`src/rtl/imem_boot_ctrl_if.sv`:
```
// Programmer-side load bus. The UART programmer drives it as master and the
// boot controller receives it as slave.
interface imem_boot_ctrl_if #(
  parameter int ADDR_W = 14
);
  logic              upg_rst_i;
  logic              upg_wen_i;
  logic [ADDR_W:0]   upg_adr_i;
  logic [31:0]       upg_dat_i;
  logic              upg_done_i;

  modport master (
    output upg_rst_i, upg_wen_i, upg_adr_i, upg_dat_i, upg_done_i
  );

  modport slave (
    input  upg_rst_i, upg_wen_i, upg_adr_i, upg_dat_i, upg_done_i
  );
endinterface

```
`src/rtl/imem_boot_ctrl.sv`:
```
// Boot/load sequencer for the program ROM: hands the ROM port to the UART
// programmer during a load and to instruction fetch otherwise.
module imem_boot_ctrl #(
  parameter int ADDR_W        = 14,
  parameter int SETTLE_CYCLES = 4,
  parameter int MAX_WORDS     = 16384
) (
  input  logic                 clk,
  input  logic                 reset,
  imem_boot_ctrl_if.slave      upg,
  input  logic [31:0]          cpu_pc_i,
  output logic                 rom_wea_o,
  output logic [ADDR_W-1:0]    rom_addr_o,
  output logic [31:0]          rom_din_o,
  output logic                 dmem_wen_o,
  output logic                 kickoff_o,
  output logic                 inited_o,
  output logic                 cpu_hold_o,
  output logic [ADDR_W:0]      words_loaded_o,
  output logic [31:0]          checksum_o,
  output logic                 load_err_o
);

  localparam int SETTLE_W = (SETTLE_CYCLES > 1) ? $clog2(SETTLE_CYCLES) : 1;
  localparam int WCNT_W   = ADDR_W + 1;

  typedef enum logic [1:0] {
    SETTLE = 2'd0,
    RUN    = 2'd1,
    LOAD   = 2'd2
  } state_e;

  state_e              state;
  logic [SETTLE_W-1:0] settle_cnt;
  logic [ADDR_W-1:0]   expected_addr;
  logic                load_req;
  logic                is_dmem;
  logic                instr_wr;

  assign load_req = ~upg.upg_rst_i & ~upg.upg_done_i;
  assign is_dmem  = upg.upg_adr_i[ADDR_W];
  assign instr_wr = (state == LOAD) & upg.upg_wen_i & ~is_dmem;

  // ROM port mux is combinational so programmer writes land in the strobe cycle.
  always_comb begin
    // NOTE: every output gets a default first so no path leaves one unassigned
    // (an unassigned path in always_comb infers a latch).
    rom_wea_o  = 1'b0;
    dmem_wen_o = 1'b0;
    rom_addr_o = cpu_pc_i[ADDR_W+1:2];
    rom_din_o  = '0;
    if (state == LOAD) begin
      rom_wea_o  = upg.upg_wen_i & ~is_dmem;
      dmem_wen_o = upg.upg_wen_i & is_dmem;
      rom_addr_o = upg.upg_adr_i[ADDR_W-1:0];
      rom_din_o  = upg.upg_dat_i;
    end
  end

  // NOTE: sequential state uses non-blocking assignments only, so every flop
  // samples pre-edge values regardless of statement order.
  always_ff @(posedge clk) begin
    if (reset) begin
      state          <= SETTLE;
      settle_cnt     <= '0;
      words_loaded_o <= '0;
      checksum_o     <= '0;
      load_err_o     <= 1'b0;
      expected_addr  <= '0;
      kickoff_o      <= 1'b1;
      inited_o       <= 1'b0;
      cpu_hold_o     <= 1'b1;
    end else begin
      unique case (state)
        SETTLE: begin
          if (load_req) begin
            state          <= LOAD;
            kickoff_o      <= 1'b0;
            words_loaded_o <= '0;
            checksum_o     <= '0;
            load_err_o     <= 1'b0;
            expected_addr  <= '0;
          end else if (settle_cnt == SETTLE_W'(SETTLE_CYCLES - 1)) begin
            state      <= RUN;
            inited_o   <= 1'b1;
            cpu_hold_o <= 1'b0;
          end else begin
            settle_cnt <= settle_cnt + 1'b1;
          end
        end

        RUN: begin
          if (load_req) begin
            state          <= LOAD;
            kickoff_o      <= 1'b0;
            inited_o       <= 1'b0;
            cpu_hold_o     <= 1'b1;
            words_loaded_o <= '0;
            checksum_o     <= '0;
            load_err_o     <= 1'b0;
            expected_addr  <= '0;
          end
        end

        LOAD: begin
          // A strobe coinciding with done is still performed and counted.
          if (instr_wr) begin
            checksum_o    <= checksum_o + upg.upg_dat_i;
            expected_addr <= upg.upg_adr_i[ADDR_W-1:0] + 1'b1;
            if (words_loaded_o != WCNT_W'(MAX_WORDS))
              words_loaded_o <= words_loaded_o + 1'b1;
            if (upg.upg_adr_i[ADDR_W-1:0] != expected_addr)
              load_err_o <= 1'b1;
          end
          if (upg.upg_done_i | upg.upg_rst_i) begin
            state      <= SETTLE;
            settle_cnt <= '0;
            kickoff_o  <= 1'b1;
          end
        end

        default: begin
          state      <= SETTLE;
          settle_cnt <= '0;
          kickoff_o  <= 1'b1;
          inited_o   <= 1'b0;
          cpu_hold_o <= 1'b1;
        end
      endcase
    end
  end

endmodule

```
`src/flat_wrapper.sv`:
```
// flat-port wrapper written by rule: the top's interface ports become plain ports
module imem_boot_ctrl_flat 
#(
  parameter int ADDR_W        = 14,
  parameter int SETTLE_CYCLES = 4,
  parameter int MAX_WORDS     = 16384
)
  (clk, reset, cpu_pc_i, rom_wea_o, rom_addr_o, rom_din_o, dmem_wen_o, kickoff_o, inited_o, cpu_hold_o, words_loaded_o, checksum_o, load_err_o, upg_upg_rst_i, upg_upg_wen_i, upg_upg_adr_i, upg_upg_dat_i, upg_upg_done_i);
  imem_boot_ctrl_if #(.ADDR_W(ADDR_W)) upg_i ();
  input  logic clk;
  input  logic reset;
  input  logic [31:0] cpu_pc_i;
  output logic rom_wea_o;
  output logic [ADDR_W-1:0] rom_addr_o;
  output logic [31:0] rom_din_o;
  output logic dmem_wen_o;
  output logic kickoff_o;
  output logic inited_o;
  output logic cpu_hold_o;
  output logic [ADDR_W:0] words_loaded_o;
  output logic [31:0] checksum_o;
  output logic load_err_o;
  input wire logic [$bits(upg_i.upg_rst_i)-1:0] upg_upg_rst_i;
  input wire logic [$bits(upg_i.upg_wen_i)-1:0] upg_upg_wen_i;
  input wire logic [$bits(upg_i.upg_adr_i)-1:0] upg_upg_adr_i;
  input wire logic [$bits(upg_i.upg_dat_i)-1:0] upg_upg_dat_i;
  input wire logic [$bits(upg_i.upg_done_i)-1:0] upg_upg_done_i;
  assign upg_i.upg_rst_i = upg_upg_rst_i;
  assign upg_i.upg_wen_i = upg_upg_wen_i;
  assign upg_i.upg_adr_i = upg_upg_adr_i;
  assign upg_i.upg_dat_i = upg_upg_dat_i;
  assign upg_i.upg_done_i = upg_upg_done_i;
  imem_boot_ctrl #(.ADDR_W(ADDR_W), .SETTLE_CYCLES(SETTLE_CYCLES), .MAX_WORDS(MAX_WORDS)) u_core (.clk(clk), .reset(reset), .upg(upg_i), .cpu_pc_i(cpu_pc_i), .rom_wea_o(rom_wea_o), .rom_addr_o(rom_addr_o), .rom_din_o(rom_din_o), .dmem_wen_o(dmem_wen_o), .kickoff_o(kickoff_o), .inited_o(inited_o), .cpu_hold_o(cpu_hold_o), .words_loaded_o(words_loaded_o), .checksum_o(checksum_o), .load_err_o(load_err_o));
endmodule
```
`config.mk`:
```
export PLATFORM = sky130hd
export DESIGN_NAME = imem_boot_ctrl_flat
export DESIGN_NICKNAME = d
export VERILOG_FILES = /design/src/rtl/imem_boot_ctrl_if.sv /design/src/rtl/imem_boot_ctrl.sv /design/src/flat_wrapper.sv
export SDC_FILE = /design/constraint.sdc
export NUM_CORES = 1
export LEC_CHECK = 0
export CORE_AREA = 2 2 134 136
export DETAILED_ROUTE_END_ITERATION = 10
export DIE_AREA = 0 0 136 138
export GPL_TIMING_DRIVEN = 0
export MAX_ROUTING_LAYER = met4
export SLEW_MARGIN = 20
export SYNTH_ARGS = -nofsm -noshare
export SYNTH_HDL_FRONTEND = slang
export SYNTH_SLANG_ARGS = --single-unit
```
`constraint.sdc`:
```
create_clock -name clk -period 3.25 [get_ports clk]
set_clock_uncertainty 0.2 [all_clocks]
set_input_delay 0.65 -clock clk [delete_from_list [all_inputs] [get_ports clk]]
set_output_delay 0.65 -clock clk [all_outputs]
set_load 0.005 [all_outputs]
```
### Yosys cells after proc, flatten, opt, wreduce, memory -nomap -nowiden

Cells that the tools add are included.

* register bits: 69
* word-level logic and storage cells: 84
* bits of input ports: 84
* output and inout port bits: 99

* reduce and logical (&&, ||, !) cells: 10
* add/subtract/negate cells: 4
* bitwise operators: 11
* equality and inequality tests: 15
* multiplexer cells: 35

Operator list (count)
* $mux W32: 3
* $pmux W32 S2: 1
* $mux W15: 3
* $mux W14: 3
* $add A32 B32 Y32: 1
* $pmux W15 S2: 1
* $pmux W14 S2: 1
* $reduce_and A4 Y1: 4
* $add A15 B1 Y15 const B: 1
* $ne A15 B15 Y1 const B: 1
* $add A14 B1 Y14 const B: 1
* $ne A14 B14 Y1: 1
* $mux W2: 6
* $pmux W2 S3: 2
* $mux W1: 11
* $ne A2 B2 Y1 const B: 5
* $ne A2 B1 Y1 const B: 4
* $pmux W1 S3: 2
* $reduce_and A3 Y1: 2
* $and A1 B1 Y1: 5
* $not A1 Y1: 5
* $eq A2 B2 Y1 const B: 2
* $pmux W1 S2: 2
* $ne A3 B1 Y1 const B: 1
* 7 further kinds: 7

### Longest topological paths before layout

Gate-level depths: netlist (run 1).

* depth after elaboration: 5
* gate-level depth with buffers: 12
* depth with buffers taken out: 12

### Worst setup path before layout (run 1)

Ideal clock, no wire load.

* kind: in2reg
* start: in upg_upg_dat_i[13]
* end: reg u_core.checksum_o[28]
* arrival: 2.774 ns
* path slack: 0.149 ns
* buffers on the path: 1
* stages on the path: 11
* cell sequence: ha_1 > buf_6 > a21o_1 > a21oi_2 > or3b_1 > a211o_1 > a311oi_2 > o21ai_2 > o21ai_1 > mux2i_1 > o211ai_1

* cells in the longest elaborated chain, start to end: 3

RTL lines
* start, declared: RTL line flat_wrapper.sv:26 `input wire logic [$bits(upg_i.upg_dat_i)-1:0] upg_upg_dat_i;`
* $add A32 B32 Y32: RTL line imem_boot_ctrl.sv:108 `checksum_o <= checksum_o + upg.upg_dat_i;`
* $mux W32: RTL line imem_boot_ctrl.sv:107 `if (instr_wr) begin`
* $pmux W32 S2: RTL line imem_boot_ctrl.sv:74 `unique case (state)`
* end signal, assigned: RTL line imem_boot_ctrl.sv:108
* end, declared: RTL line imem_boot_ctrl.sv:20 `output logic [31:0] checksum_o,`

Every way passes these cells. The select of a mux whose other input is x is not followed.
A chain may end at the register's enable or synchronous reset.

### Worst setup path after layout (run 1)

* start: in upg_upg_wen_i
* end: out rom_wea_o

* cells in the longest elaborated chain, start to end: 2

RTL lines
* start, declared: RTL line flat_wrapper.sv:24 `input wire logic [$bits(upg_i.upg_wen_i)-1:0] upg_upg_wen_i;`
* $and A1 B1 Y1: RTL line imem_boot_ctrl.sv:53 `rom_wea_o = upg.upg_wen_i & ~is_dmem;`
* $mux W1: RTL line imem_boot_ctrl.sv:52 `if (state == LOAD) begin`
* end, declared: RTL line flat_wrapper.sv:13 `output logic rom_wea_o;`

Every way passes these cells.

==> results of run 1 <==
==> cell families (layout without fill, tap and decap cells) <==
logic type | count (synthesis) | in the layout | synth area share, %
buf+inv | 51 | 240 | 4.28
simple gates | 238 | 238 | 23.0
mux | 16 | 16 | 3.47
xor+xnor | 59 | 59 | 10.1
compound gates | 175 | 175 | 23.2
fa+ha+maj | 36 | 36 | 8.95
flops | 69 | 69 | 27.0
==> final timing paths <==
| kind | start | endpoint |
|---|---|---|
| worst min register to register | u_core.checksum_o[26] | u_core.checksum_o[26] |
| worst max register to register | u_core.checksum_o[0] | u_core.checksum_o[30] |
| worst min-delay path | u_core.checksum_o[26] | u_core.checksum_o[26] |
| worst max-delay path | upg_upg_wen_i | rom_wea_o |
==> synthesized netlist by cell type (4+ instances only) <==
master | n | area, sq um
sky130_fd_sc_hd__nand2_1 | 41 | 154
sky130_fd_sc_hd__dfxtp_1 | 69 | 1380
sky130_fd_sc_hd__a22oi_1 | 25 | 188
sky130_fd_sc_hd__ha_1 | 35 | 438
sky130_fd_sc_hd__buf_2 | 4 | 20.0
sky130_fd_sc_hd__and2_1 | 34 | 213
sky130_fd_sc_hd__inv_1 | 12 | 45.0
sky130_fd_sc_hd__nand4_1 | 12 | 75.1
sky130_fd_sc_hd__xnor2_1 | 25 | 219
sky130_fd_sc_hd__a21o_1 | 30 | 225
sky130_fd_sc_hd__and3_1 | 13 | 81.3
sky130_fd_sc_hd__a21oi_1 | 39 | 195
sky130_fd_sc_hd__nor2_1 | 78 | 293
sky130_fd_sc_hd__nor3b_1 | 5 | 37.5
sky130_fd_sc_hd__a31oi_1 | 6 | 37.5
sky130_fd_sc_hd__mux2_2 | 14 | 158
sky130_fd_sc_hd__clkbuf_1 | 31 | 116
sky130_fd_sc_hd__or3_1 | 6 | 37.5
sky130_fd_sc_hd__nand2b_1 | 8 | 50.1
sky130_fd_sc_hd__nor3_1 | 8 | 40.0
sky130_fd_sc_hd__o21ai_1 | 12 | 60.1
sky130_fd_sc_hd__a32oi_1 | 4 | 35.0
sky130_fd_sc_hd__o211ai_1 | 7 | 52.6
sky130_fd_sc_hd__o21ai_0 | 21 | 105
sky130_fd_sc_hd__nand3_1 | 18 | 90.1
sky130_fd_sc_hd__o21bai_1 | 6 | 45.0
sky130_fd_sc_hd__xor2_1 | 34 | 298
==> metal layers <==
layer	share of wire, %	vias to the layer above
li1	-	2669
met1	45	2400
met2	49	128
met3	4.4	25
met4	2.4	0
met5	0	-
==> layout make-up <==
type	instances	area, sq um	area share (%)
flip-flops and latches	69	1380	18.0
inverters	12	45.0	0.587
multi-input cells	524	3720	48.5
repair buffers	181	1770	23.1
clock buffers	9	225	2.93
clock inverters	7	82.6	1.08
plain buffers	31	160	2.09
well taps	229	287	3.73
==> metrics by stage <==
| stage | power, mW | cells | setup TNS [ps] | util (%) |
|---|---|---|---|---|
| 2_1_floorplan | 1.09 | 644 | 0 | - |
| 3_3_place_gp | 1.30 | 1036 | -14830 | 40.1 |
| 3_5_place_dp | 1.31 | 1036 | -15640 | 40.1 |
| 4_1_cts | 2.36 | 1066 | 0 | 42.9 |
| 5_1_grt | 2.45 | 1062 | -7.74 | 43.8 |
| 6_report | 2.35 | 1062 | 0 | 43.8 |
==> report_power, final <==
part	internal [mW]	switching (mW)	total, mW	leakage [nW]
clock network	0.606	0.432	1.04	0.145
registers	0.858	0.0121	0.870	0.558
logic	0.230	0.207	0.437	2.47
==> worst max-delay path: stages <==
cell and delay (ps):
sky130_fd_sc_hd__clkdlybuf4s50_1 490, sky130_fd_sc_hd__nand2_1 60, sky130_fd_sc_hd__or2_4 270, sky130_fd_sc_hd__inv_1 100, sky130_fd_sc_hd__clkbuf_8 200, sky130_fd_sc_hd__clkdlybuf4s50_1 510
==> flip-flops by register name (all words and copies together) (netlist names) <==
register,count
u_core.state,2
u_core.expected_addr,14
u_core.checksum_o,32
u_core.cpu_hold_o,1
u_core.words_loaded_o,15
u_core.load_err_o,1
u_core.settle_cnt,2
u_core.kickoff_o,1
u_core.inited_o,1
==> timing repair <==
item                       4_1_cts  5_1_grt
pin swaps                       17       10
resized for setup               27       32
setup endpoints to repair       57       44
setup buffers                   15        3
==> impl_metrics.prom, run 1 <==
# TYPE chip_impl_metric gauge
chip_impl_metric{name="ys_seq_area_share",unit="%"} 27.0
chip_impl_metric{name="leakagePower",unit="nW"} 3.18
chip_impl_metric{name="cts.reportedPaths.clkPinSlew",unit="ps"} 60
chip_impl_metric{name="clkLatencyLatePin",unit="ps"} 350
chip_impl_info{name="kind_of_end_point_of_the_critical_path",value="output port"} 1
chip_impl_metric{name="period_minus_slack",unit="ps"} 3140
chip_impl_metric{name="edff_count_synth",unit=""} 0
chip_impl_metric{name="power_density",unit="mW/mm^2"} 306
chip_impl_metric{name="floorplan.rows",unit=""} 49
chip_impl_metric{name="drtPass1Iterations",unit=""} 5
chip_impl_metric{name="hold_depth",unit=""} 2
chip_impl_metric{name="grt_use_met1",unit="%"} 21.9
chip_impl_metric{name="synthesis.area_per_instance",unit="sq um"} 7.95
chip_impl_metric{name="hold_viol",unit=""} 0
chip_impl_metric{name="placed_cell_area",unit="sq mm"} 0.00704
chip_impl_metric{name="global_route_wire_length_before_repair",unit="um"} 25600
chip_impl_metric{name="floorplan.die.width",unit="um"} 136
chip_impl_metric{name="crit_path_max_fanout",unit=""} 10
chip_impl_info{name="clock_root_cell",value="sky130_fd_sc_hd__clkbuf_16"} 1
chip_impl_metric{name="global_route.usage.total",unit="%"} 17.6
chip_impl_metric{name="synth_fp_nets",unit=""} 764
chip_impl_metric{name="antennaDiodeCount",unit=""} 0
chip_impl_metric{name="synth.distinct_cells",unit=""} 57
chip_impl_metric{name="r2r_setup_slack",unit="ps"} 270
chip_impl_metric{name="grt_pass1_vias",unit=""} 5062
chip_impl_metric{name="grt_max_degree",unit=""} 15
chip_impl_info{name="cp-start-kind",value="primary input"} 1
chip_impl_metric{name="finish.instance_area",unit="sq mm"} 0.00767
chip_impl_info{name="synth-main-ff-cell",value="sky130_fd_sc_hd__dfxtp_1"} 1
chip_impl_metric{name="p_r_area_growth_vs_syn",unit="%"} 49.9
chip_impl_info{name="hp-class",value="reg2reg"} 1
chip_impl_metric{name="cts-htree-levels",unit=""} 3
chip_impl_metric{name="number_of_antenna_violations_at_the_first_check_in_global_routing",unit=""} 0
chip_impl_metric{name="buffer_ports.inserted",unit=""} 163
chip_impl_metric{name="fin_hold_ws",unit="ps"} 267
chip_impl_metric{name="ir_worst_vdd",unit="uV"} 241
chip_impl_metric{name="synth-warning-count",unit=""} 0
chip_impl_metric{name="timing_worst_slew_pin_value",unit="ps"} 755
chip_impl_metric{name="global_route.overflow_total",unit=""} 0
chip_impl_metric{name="worstPathRequired",unit="ps"} 2400
chip_impl_metric{name="synthesis.area",unit="sq mm"} 0.00512
chip_impl_metric{name="synth_async_sr_flop_share",unit="%"} 0
chip_impl_metric{name="routabilityCongestion",unit=""} 0.863
chip_impl_metric{name="critPathArrivalTime",unit="ps"} 2290
chip_impl_metric{name="reg2regPathDepth",unit=""} 12
chip_impl_metric{name="ios",unit=""} 183
chip_impl_metric{name="layout_setup_ws",unit="ps"} 108
chip_impl_info{name="leading_cell_type_in_the_layout_fill_and_taps_excluded",value="sky130_fd_sc_hd__clkdlybuf4s50_1"} 1
chip_impl_metric{name="final-setup-viol-count",unit=""} 0
chip_impl_info{name="layout_common_cells",value="sky130_fd_sc_hd__clkdlybuf4s50_1 (153), sky130_fd_sc_hd__nor2_1 (77), sky130_fd_sc_hd__dfxtp_1 (68)"} 1
chip_impl_metric{name="routed_wirelength",unit="um"} 16100
chip_impl_metric{name="globalRouteMet2Util",unit="%"} 28.2
chip_impl_metric{name="floorplan.initialDensity",unit="%"} 29.2
chip_impl_metric{name="avg_vias_per_cell",unit=""} 4.92
chip_impl_metric{name="dieHeight",unit="um"} 138
chip_impl_metric{name="ctsHoldBuffers",unit=""} 0
chip_impl_metric{name="post_dr_wirelength_cell",unit="um"} 15.2
chip_impl_metric{name="min_period_over_period",unit="%"} 96.7
chip_impl_metric{name="synthCells",unit=""} 644
chip_impl_metric{name="remaining_max_slew_budget_at_the_tightest_pin",unit="%"} 49.5
chip_impl_metric{name="floorplan.die_area",unit="sq mm"} 0.0188
chip_impl_metric{name="layout.filler_cells",unit=""} 1800
chip_impl_metric{name="floorplan.core_area",unit="sq mm"} 0.0175
chip_impl_metric{name="drt.antenna.violating_nets",unit=""} 0
chip_impl_info{name="tritoncts",value="built"} 1
chip_impl_metric{name="finalNetCount",unit=""} 948
chip_impl_info{name="outcome",value="finished clean"} 1
chip_impl_metric{name="max-cap-violations",unit=""} 0
chip_impl_info{name="timing.setup.critical_path_class",value="in2out"} 1
chip_impl_metric{name="detailroute.via_count",unit=""} 5222
chip_impl_metric{name="drv_slew",unit=""} 0
chip_impl_metric{name="cts-root-to-sink-buffers",unit=""} 2
chip_impl_metric{name="globalRouteMet3Util",unit="%"} 2.75
chip_impl_metric{name="max_clock_freq",unit="MHz"} 318
chip_impl_metric{name="proportion_of_layout_cells_with_a_drive_suffix_above_1",unit="%"} 12.1
chip_impl_metric{name="cts_buffers",unit=""} 9
chip_impl_metric{name="post-place-ws",unit="ps"} -723
chip_impl_metric{name="dp_hpwl",unit="um"} 12200
chip_impl_metric{name="synth.ff_latch_count",unit=""} 69
chip_impl_metric{name="drcViolationCount",unit=""} 0
chip_impl_metric{name="dr.first_iter.drc_count",unit=""} 384
chip_impl_info{name="top_usage_layer",value="met2"} 1
chip_impl_metric{name="cts_sinks",unit=""} 69
(Power assumes the default switching activity.)
==> inputs of run 2 (changes only) <==
==> constraint.sdc (replaced) <==
create_clock -name clk -period 3.9 [get_ports clk]
set_clock_uncertainty 0.2 [all_clocks]
set_input_delay 0.78 -clock clk [delete_from_list [all_inputs] [get_ports clk]]
set_output_delay 0.78 -clock clk [all_outputs]
set_load 0.005 [all_outputs]
==> run 2 against run 1 <==
Highest routed layer unchanged. Cell area down 4.2%. Worst hold slack about the same. Sequential power down 17%. Largest cell class unchanged. Largest power group unchanged. Register-to-register slack better by 250 ps. Setup slack better by 110 ps. Die area unchanged. Clock power down 17%. Non-clock buffer count down 11. Total power down 17%. Cell count down 1.0%.
==> impl_metrics.prom, run 2 (synthesis gave the netlist of run 1 again) <==
# TYPE chip_impl_metric gauge
chip_impl_info{name="outcome",value="finished clean"} 1
chip_impl_metric{name="cts_sinks",unit=""} 69
chip_impl_metric{name="multi_input_area",unit="sq mm"} 0.00352
chip_impl_metric{name="finalNetCount",unit=""} 937
chip_impl_metric{name="cts-htree-levels",unit=""} 3
chip_impl_metric{name="avg_vias_per_cell",unit=""} 4.85
chip_impl_metric{name="floorplan.die_area",unit="sq mm"} 0.0188
chip_impl_metric{name="max_clock_freq",unit="MHz"} 272
chip_impl_metric{name="antennaDiodeCount",unit=""} 0
chip_impl_metric{name="layout.filler_cells",unit=""} 1824
chip_impl_metric{name="ir_worst_vdd",unit="uV"} 200
chip_impl_metric{name="worstPathRequired",unit="ps"} 3920
chip_impl_metric{name="critical_path_cell_count",unit=""} 12
chip_impl_metric{name="drv_slew",unit=""} 0
chip_impl_metric{name="drt.antenna.violating_nets",unit=""} 0
chip_impl_info{name="clock_root_cell",value="sky130_fd_sc_hd__clkbuf_16"} 1
chip_impl_metric{name="cts.reportedPaths.clkPinSlew",unit="ps"} 60
chip_impl_metric{name="tns",unit="ps"} 0
chip_impl_info{name="biggest_regs",value="u_core.checksum_o x32, u_core.words_loaded_o x15, u_core.expected_addr x14"} 1
chip_impl_info{name="largest-register",value="u_core.checksum_o"} 1
chip_impl_metric{name="post_dr_wirelength_cell",unit="um"} 14.9
chip_impl_metric{name="min_period_over_period",unit="%"} 94.4
chip_impl_metric{name="final-setup-viol-count",unit=""} 0
chip_impl_metric{name="routabilityCongestion",unit=""} 0.863
chip_impl_metric{name="timing_worst_slew_pin_value",unit="ps"} 751
chip_impl_metric{name="leakagePower",unit="nW"} 3.04
chip_impl_info{name="cp-start-kind",value="primary input"} 1
chip_impl_metric{name="grt_max_degree",unit=""} 15
chip_impl_metric{name="floorplan.rows",unit=""} 49
chip_impl_metric{name="drtPass1Iterations",unit=""} 4
chip_impl_metric{name="critPathArrivalTime",unit="ps"} 3700
chip_impl_metric{name="cts.repair.resized",unit=""} 1
chip_impl_metric{name="global_route.overflow_total",unit=""} 0
chip_impl_metric{name="routed_wirelength",unit="um"} 15600
chip_impl_metric{name="max_stage_delay",unit="ps"} 470
chip_impl_metric{name="hold_viol",unit=""} 0
chip_impl_metric{name="dieHeight",unit="um"} 138
chip_impl_metric{name="cts_buffers",unit=""} 9
chip_impl_metric{name="ios",unit=""} 183
chip_impl_metric{name="cts_post_setup_buffers_inserted",unit=""} 0
chip_impl_metric{name="layout_setup_ws",unit="ps"} 219
chip_impl_metric{name="p_r_area_growth_vs_syn",unit="%"} 43.7
chip_impl_info{name="leading_cell_type_in_the_layout_fill_and_taps_excluded",value="sky130_fd_sc_hd__clkdlybuf4s50_1"} 1
chip_impl_metric{name="clkLatencyLatePin",unit="ps"} 350
chip_impl_metric{name="hold_depth",unit=""} 2
chip_impl_metric{name="r2r_setup_slack",unit="ps"} 520
chip_impl_metric{name="grt_pass1_vias",unit=""} 4955
chip_impl_metric{name="remaining_max_slew_budget_at_the_tightest_pin",unit="%"} 49.8
chip_impl_metric{name="reg2regPathDepth",unit=""} 9
chip_impl_metric{name="post-place-ws",unit="ps"} -203
chip_impl_metric{name="buffer_ports.inserted",unit=""} 163
chip_impl_metric{name="floorplan.core_area",unit="sq mm"} 0.0175
chip_impl_metric{name="drcViolationCount",unit=""} 0
chip_impl_info{name="hp-class",value="reg2reg"} 1
chip_impl_metric{name="seq_area",unit="sq mm"} 0.00138
chip_impl_metric{name="dr.first_iter.drc_count",unit=""} 352
chip_impl_info{name="timing.critical_path.slowest_stage_cell",value="sky130_fd_sc_hd__clkdlybuf4s50_1"} 1
chip_impl_info{name="critical_path.cell_chain",value="clkdlybuf4s50_1, ha_1, buf_2, a21oi_1, o21ai_0, or3b_1, a211o_1, a311oi_2, o21ai_2, o21ai_1, mux2i_1, o211ai_1"} 1
chip_impl_metric{name="crit_path_max_fanout",unit=""} 7
chip_impl_info{name="layout_common_cells",value="sky130_fd_sc_hd__clkdlybuf4s50_1 (163), sky130_fd_sc_hd__nor2_1 (78), sky130_fd_sc_hd__dfxtp_1 (69)"} 1
chip_impl_metric{name="worstPathBufferInverterCount",unit=""} 2
chip_impl_info{name="kind_of_end_point_of_the_critical_path",value="register"} 1
chip_impl_info{name="timing.setup.critical_path_class",value="in2reg"} 1
chip_impl_metric{name="post-layout-total-power",unit="mW"} 1.94
chip_impl_metric{name="global_route.usage.total",unit="%"} 17.4
chip_impl_metric{name="floorplan.die.width",unit="um"} 136
chip_impl_metric{name="power_density",unit="mW/mm^2"} 264
chip_impl_metric{name="flip_flop_count_of_the_largest_register_all_copies_and_words_added",unit=""} 32
chip_impl_metric{name="number_of_antenna_violations_at_the_first_check_in_global_routing",unit=""} 0
chip_impl_metric{name="max-cap-violations",unit=""} 0
chip_impl_info{name="timing.critical_path.max_delay_family",value="compound AO/OA/AOI/OAI gates"} 1
chip_impl_metric{name="dp_hpwl",unit="um"} 12200
chip_impl_metric{name="proportion_of_layout_cells_with_a_drive_suffix_above_1",unit="%"} 6.45
chip_impl_info{name="rsz_0062_raised_after_global_routing",value="no"} 1
chip_impl_metric{name="floorplan.initialDensity",unit="%"} 29.2
chip_impl_metric{name="global_route_wire_length_before_repair",unit="um"} 25300
chip_impl_metric{name="ctsHoldBuffers",unit=""} 0
chip_impl_metric{name="detailroute.via_count",unit=""} 5097
chip_impl_info{name="tritoncts",value="built"} 1
chip_impl_metric{name="period_minus_slack",unit="ps"} 3680
chip_impl_metric{name="cts-root-to-sink-buffers",unit=""} 2
[run 2: cell types whose count changed in the layout (fill, tap and decap cells not counted), sizes merged]
cell,delta
buf,-17
clkbuf,+6
clkdlybuf4s50,+10
clkinvlp,+1
dlygate4sd2,-5
dlymetal6s2s,-5
inv,-1
[run 2: path summary, 6_finish.rpt]
kind | to | start
worst min-delay path | u_core.checksum_o[26] | u_core.checksum_o[26]
worst max register to register | u_core.expected_addr[10] | u_core.state[0]
worst min register to register | u_core.checksum_o[26] | u_core.checksum_o[26]
worst max-delay path | u_core.checksum_o[28] | upg_upg_dat_i[9]
[run 2: layer usage]
metal | vias up | track usage, % | share of wire [%] | routed length [um]
li1 | 2650 | - | - | -
met1 | 2314 | 21.8 | 46 | 7180
met2 | 114 | 28.0 | 48 | 7510
met3 | 19 | 2.71 | 4.0 | 620
met4 | 0 | 6.91 | 2.0 | 309
met5 | - | - | 0 | 0
[run 2: final cells by class]
type / count / share of cell area (%)
clock buffer: 9 / 3.06
inverter: 12 / 0.664
sequential: 69 / 18.8
timing repair buffer: 163 / 22.2
tap: 229 / 3.90
buffer: 38 / 2.35
multi-input combinational: 524 / 47.9
clock inverter: 7 / 1.12
[run 2: worst register-to-register path, stage by stage, from the launching register on]
cell and delay, ps:
sky130_fd_sc_hd__dfxtp_1 310, sky130_fd_sc_hd__clkbuf_1 340, sky130_fd_sc_hd__nor2b_2 160, sky130_fd_sc_hd__nand2_1 100
sky130_fd_sc_hd__or2_1 300, sky130_fd_sc_hd__clkinvlp_4 390, sky130_fd_sc_hd__nor2_1 690, sky130_fd_sc_hd__clkbuf_1 540
sky130_fd_sc_hd__a22oi_1 180, sky130_fd_sc_hd__nor2_1 120
[run 2: through the flow]
step	instance area, sq um	std cells	hold WS [ps]	util, %
6_report	7350	1051	267	41.9
5_1_grt	7350	1051	305	41.9
4_1_cts	7340	1051	272	41.9
3_5_place_dp	7040	1036	261	40.1
3_3_place_gp	7040	1036	256	40.1
2_1_floorplan	5120	644	258	-
[run 2: power breakdown]
group          leakage [nW]  total, mW  internal [mW]  switching, mW
Combinational          2.34      0.348          0.181          0.167
Sequential            0.557      0.724          0.715        0.00905
Clock                 0.145      0.867          0.505          0.362
Total                  3.04       1.94           1.40          0.538
==> inputs of run 3 (changes only) <==
--- a/config.mk
+++ b/config.mk
@@ -5,11 +5,12 @@
 export SDC_FILE = /design/constraint.sdc
 export NUM_CORES = 1
 export LEC_CHECK = 0
-export CORE_AREA = 2 2 134 136
+export CORE_AREA = 2 2 118 120
 export DETAILED_ROUTE_END_ITERATION = 10
-export DIE_AREA = 0 0 136 138
+export DIE_AREA = 0 0 120 122
 export GPL_TIMING_DRIVEN = 0
 export MAX_ROUTING_LAYER = met4
+export PLACE_DENSITY = 0.7
 export SLEW_MARGIN = 20
 export SYNTH_ARGS = -nofsm -noshare
 export SYNTH_HDL_FRONTEND = slang
==> run 3 against run 2 <==
Die area decreased by 22%. Worst hold slack worse by 2.7 ps. Wire length shrank 6.2%. Fmax is 1.1% lower. Critical endpoint is now u_core.checksum_o[26]. Clock power grew 1%. Non-clock buffer count is the same. Largest cell class unchanged.
==> impl_metrics.prom, run 3 (synthesis gave the netlist of run 1 again) <==
# TYPE chip_impl_metric gauge
chip_impl_info{name="critPathMostFrequentCell",value="sky130_fd_sc_hd__a21o_1"} 1
chip_impl_info{name="layout_common_cells",value="sky130_fd_sc_hd__clkdlybuf4s50_1 (163), sky130_fd_sc_hd__nor2_1 (78), sky130_fd_sc_hd__dfxtp_1 (69)"} 1
chip_impl_metric{name="timing_worst_slew_pin_value",unit="ps"} 735
chip_impl_metric{name="period_minus_slack",unit="ps"} 3720
chip_impl_metric{name="cts-htree-levels",unit=""} 3
chip_impl_metric{name="fin_cells",unit=""} 1002
chip_impl_info{name="reg2reg_to",value="u_core.checksum_o[2]"} 1
chip_impl_info{name="hold-path-endpoint",value="u_core.checksum_o[20]"} 1
chip_impl_info{name="min-delay-start",value="u_core.checksum_o[20]"} 1
chip_impl_metric{name="crit_path_max_fanout",unit=""} 4
chip_impl_metric{name="power_density",unit="mW/mm^2"} 267
chip_impl_metric{name="routed_wirelength",unit="um"} 14700
chip_impl_metric{name="drtPass1Iterations",unit=""} 4
chip_impl_metric{name="cts-root-to-sink-buffers",unit=""} 2
chip_impl_metric{name="number_of_antenna_violations_at_the_first_check_in_global_routing",unit=""} 0
chip_impl_metric{name="max_stage_delay",unit="ps"} 480
chip_impl_info{name="biggest_regs",value="u_core.checksum_o x32, u_core.words_loaded_o x15, u_core.expected_addr x14"} 1
chip_impl_info{name="tritoncts",value="built"} 1
chip_impl_metric{name="switching_share",unit="%"} 25.4
chip_impl_info{name="rr_startpoint",value="u_core.state[0]"} 1
chip_impl_info{name="clock_root_cell",value="sky130_fd_sc_hd__clkbuf_16"} 1
chip_impl_metric{name="drt.antenna.violating_nets",unit=""} 0
chip_impl_metric{name="routabilityCongestion",unit=""} 0.912
chip_impl_info{name="cp-start-kind",value="primary input"} 1
chip_impl_metric{name="flip_flop_count_of_the_largest_register_all_copies_and_words_added",unit=""} 32
chip_impl_info{name="timing.critical_path.max_delay_family",value="compound AO/OA/AOI/OAI gates"} 1
chip_impl_metric{name="final-setup-viol-count",unit=""} 0
chip_impl_info{name="timing.critical_path.slowest_stage_cell",value="sky130_fd_sc_hd__clkdlybuf4s50_1"} 1
chip_impl_info{name="hp-class",value="reg2reg"} 1
chip_impl_metric{name="floorplan.die_area",unit="sq mm"} 0.0146
chip_impl_metric{name="drcViolationCount",unit=""} 0
chip_impl_metric{name="power_frac_clock",unit="%"} 45.1
chip_impl_metric{name="p_r_area_growth_vs_syn",unit="%"} 42.3
chip_impl_metric{name="dieHeight",unit="um"} 122
chip_impl_metric{name="met2_length",unit="um"} 7060
chip_impl_metric{name="avg_vias_per_cell",unit=""} 5.14
chip_impl_metric{name="met3_routed_wirelength",unit="um"} 698
chip_impl_info{name="outcome",value="finished clean"} 1
chip_impl_metric{name="drv_slew",unit=""} 0
chip_impl_metric{name="grt_pass1_vias",unit=""} 4831
chip_impl_metric{name="pwr-share-seq",unit="%"} 37.2
chip_impl_info{name="largest-register",value="u_core.checksum_o"} 1
chip_impl_metric{name="global_route.overflow_total",unit=""} 0
chip_impl_metric{name="worstPathRequired",unit="ps"} 3900
chip_impl_metric{name="min_period_over_period",unit="%"} 95.5
chip_impl_metric{name="reg2regPathDepth",unit=""} 9
chip_impl_metric{name="cts.reportedPaths.clkPinSlew",unit="ps"} 60
chip_impl_metric{name="buffer_ports.inserted",unit=""} 163
chip_impl_metric{name="critPathArrivalTime",unit="ps"} 3720
chip_impl_metric{name="ctsHoldBuffers",unit=""} 0
chip_impl_metric{name="ir_worst_vdd",unit="uV"} 164
chip_impl_metric{name="grt_max_degree",unit=""} 13
chip_impl_metric{name="fin_hold_ws",unit="ps"} 264
chip_impl_metric{name="tns",unit="ps"} 0
chip_impl_metric{name="post-place-cells",unit=""} 987
chip_impl_metric{name="leakagePower",unit="nW"} 3.05
chip_impl_info{name="leading_cell_type_in_the_layout_fill_and_taps_excluded",value="sky130_fd_sc_hd__clkdlybuf4s50_1"} 1
chip_impl_metric{name="global_route_wire_length_before_repair",unit="um"} 23600
chip_impl_metric{name="ios",unit=""} 183
chip_impl_metric{name="p_sw",unit="mW"} 0.494
chip_impl_metric{name="detailroute.via_count",unit=""} 5155
chip_impl_metric{name="antennaDiodeCount",unit=""} 0
chip_impl_metric{name="r2r_setup_slack",unit="ps"} 710
chip_impl_metric{name="remaining_max_slew_budget_at_the_tightest_pin",unit="%"} 50.8
chip_impl_metric{name="post_dr_wirelength_cell",unit="um"} 14.6
chip_impl_metric{name="cts_sinks",unit=""} 69
chip_impl_info{name="top_routing_layer_in_use",value="met4"} 1
chip_impl_metric{name="hold_viol",unit=""} 0
chip_impl_metric{name="worstPathBufferInverterCount",unit=""} 2
chip_impl_metric{name="cts_post_setup_buffers_inserted",unit=""} 0
chip_impl_info{name="kind_of_end_point_of_the_critical_path",value="register"} 1
chip_impl_metric{name="floorplan.initialDensity",unit="%"} 37.9
chip_impl_metric{name="clkLatencyLatePin",unit="ps"} 330
chip_impl_metric{name="combinational_share_of_power",unit="%"} 17.7
chip_impl_metric{name="dr.first_iter.drc_count",unit=""} 313
chip_impl_metric{name="wl_met1",unit="um"} 6730
chip_impl_metric{name="post-layout-total-power",unit="mW"} 1.95
chip_impl_info{name="critical_path.cell_chain",value="clkdlybuf4s50_1, ha_1, inv_1, fa_1, nor2b_1, o2111ai_1, a21o_1, a21o_1, a21oi_2, a41o_1, a41oi_1, xnor2_1, o21ai_1"} 1
chip_impl_info{name="timing.setup.critical_path_class",value="in2reg"} 1
chip_impl_metric{name="internal_power",unit="mW"} 1.45
chip_impl_metric{name="floorplan.core_area",unit="sq mm"} 0.0135
chip_impl_metric{name="finalNetCount",unit=""} 937
chip_impl_metric{name="cts.repair.resized",unit=""} 0
chip_impl_metric{name="max-cap-violations",unit=""} 0
chip_impl_metric{name="proportion_of_layout_cells_with_a_drive_suffix_above_1",unit="%"} 5.84
chip_impl_info{name="rsz_0062_raised_after_global_routing",value="no"} 1
chip_impl_metric{name="floorplan.rows",unit=""} 43
chip_impl_metric{name="floorplan.die.width",unit="um"} 120
chip_impl_metric{name="global_route.usage.total",unit="%"} 20.4
chip_impl_metric{name="dp_hpwl",unit="um"} 11400
chip_impl_metric{name="hold_depth",unit=""} 2
chip_impl_metric{name="cts_buffers",unit=""} 9
chip_impl_metric{name="max_clock_freq",unit="MHz"} 269
run 3: cell count changes in the layout (fill, tap and decap cells not counted):
cell                         before  now
sky130_fd_sc_hd__clkinvlp_4       3    0
sky130_fd_sc_hd__nor2b_1          2    3
sky130_fd_sc_hd__inv_6            2    0
sky130_fd_sc_hd__bufinv_16        1    2
sky130_fd_sc_hd__inv_1           11   12
sky130_fd_sc_hd__clkbuf_1        28   31
sky130_fd_sc_hd__clkinv_4         1    0
sky130_fd_sc_hd__inv_8            1    0
sky130_fd_sc_hd__clkbuf_2         2    1
sky130_fd_sc_hd__clkinv_2         0    3
sky130_fd_sc_hd__nor2b_2          1    0
run 3: worst min-delay path, stage by stage, from the launching register on:
cell and delay, ps:
sky130_fd_sc_hd__dfxtp_1 320, sky130_fd_sc_hd__nand2_1 50, sky130_fd_sc_hd__o21ai_1 50
run 3: how the worst max path moves through the flow:
stage | startpoint | to | slack, ps | cells after the start
after detailed placement | upg_upg_dat_i[0] | u_core.checksum_o[26] | -230 | 13
after global placement | upg_upg_dat_i[0] | u_core.checksum_o[26] | -200 | 13
final | upg_upg_dat_i[0] | u_core.checksum_o[26] | 180 | 13
after global routing | upg_upg_dat_i[0] | u_core.checksum_o[26] | 40 | 13
after CTS | u_core.state[0] | rom_din_o[24] | 10 | 6
after floorplan | upg_upg_dat_i[13] | u_core.checksum_o[28] | 670 | 11
run 3: cell type report:
| class | count | area [sq um] |
|---|---|---|
| clock buffer | 11 | 233 |
| inverter | 12 | 45.0 |
| timing repair buffer | 163 | 1630 |
| sequential | 69 | 1380 |
| multi-input combinational | 524 | 3520 |
| clock inverter | 5 | 75.1 |
| fill | 1299 | 6220 |
| buffer | 38 | 171 |
| tap | 180 | 225 |
run 3: per-stage QoR:
step           cell area (sq um)  setup WS [ps]  util, %
5_1_grt                     7280           39.9     53.9
6_report                    7280            177     53.9
4_1_cts                     7280           12.5     53.9
3_3_place_gp                6980           -203     51.7
3_5_place_dp                6980           -233     51.7
2_1_floorplan               5120            669        -
run 3: power by group through the flow:
stage                     registers [mW]  logic (mW)  clock network [mW]
after floorplan                    0.738       0.172                   0
after global placement             0.739       0.342                   0
after detailed placement           0.739       0.344                   0
after CTS                          0.724       0.347               0.892
after global routing               0.725       0.380               0.922
final                              0.724       0.345               0.879
run 3: layer usage:
layer,vias to the layer above,track usage (%)
met3,13,3.37
met4,0,5.22
met5,-,-
li1,2640,-
met2,141,33.4
met1,2361,26.2
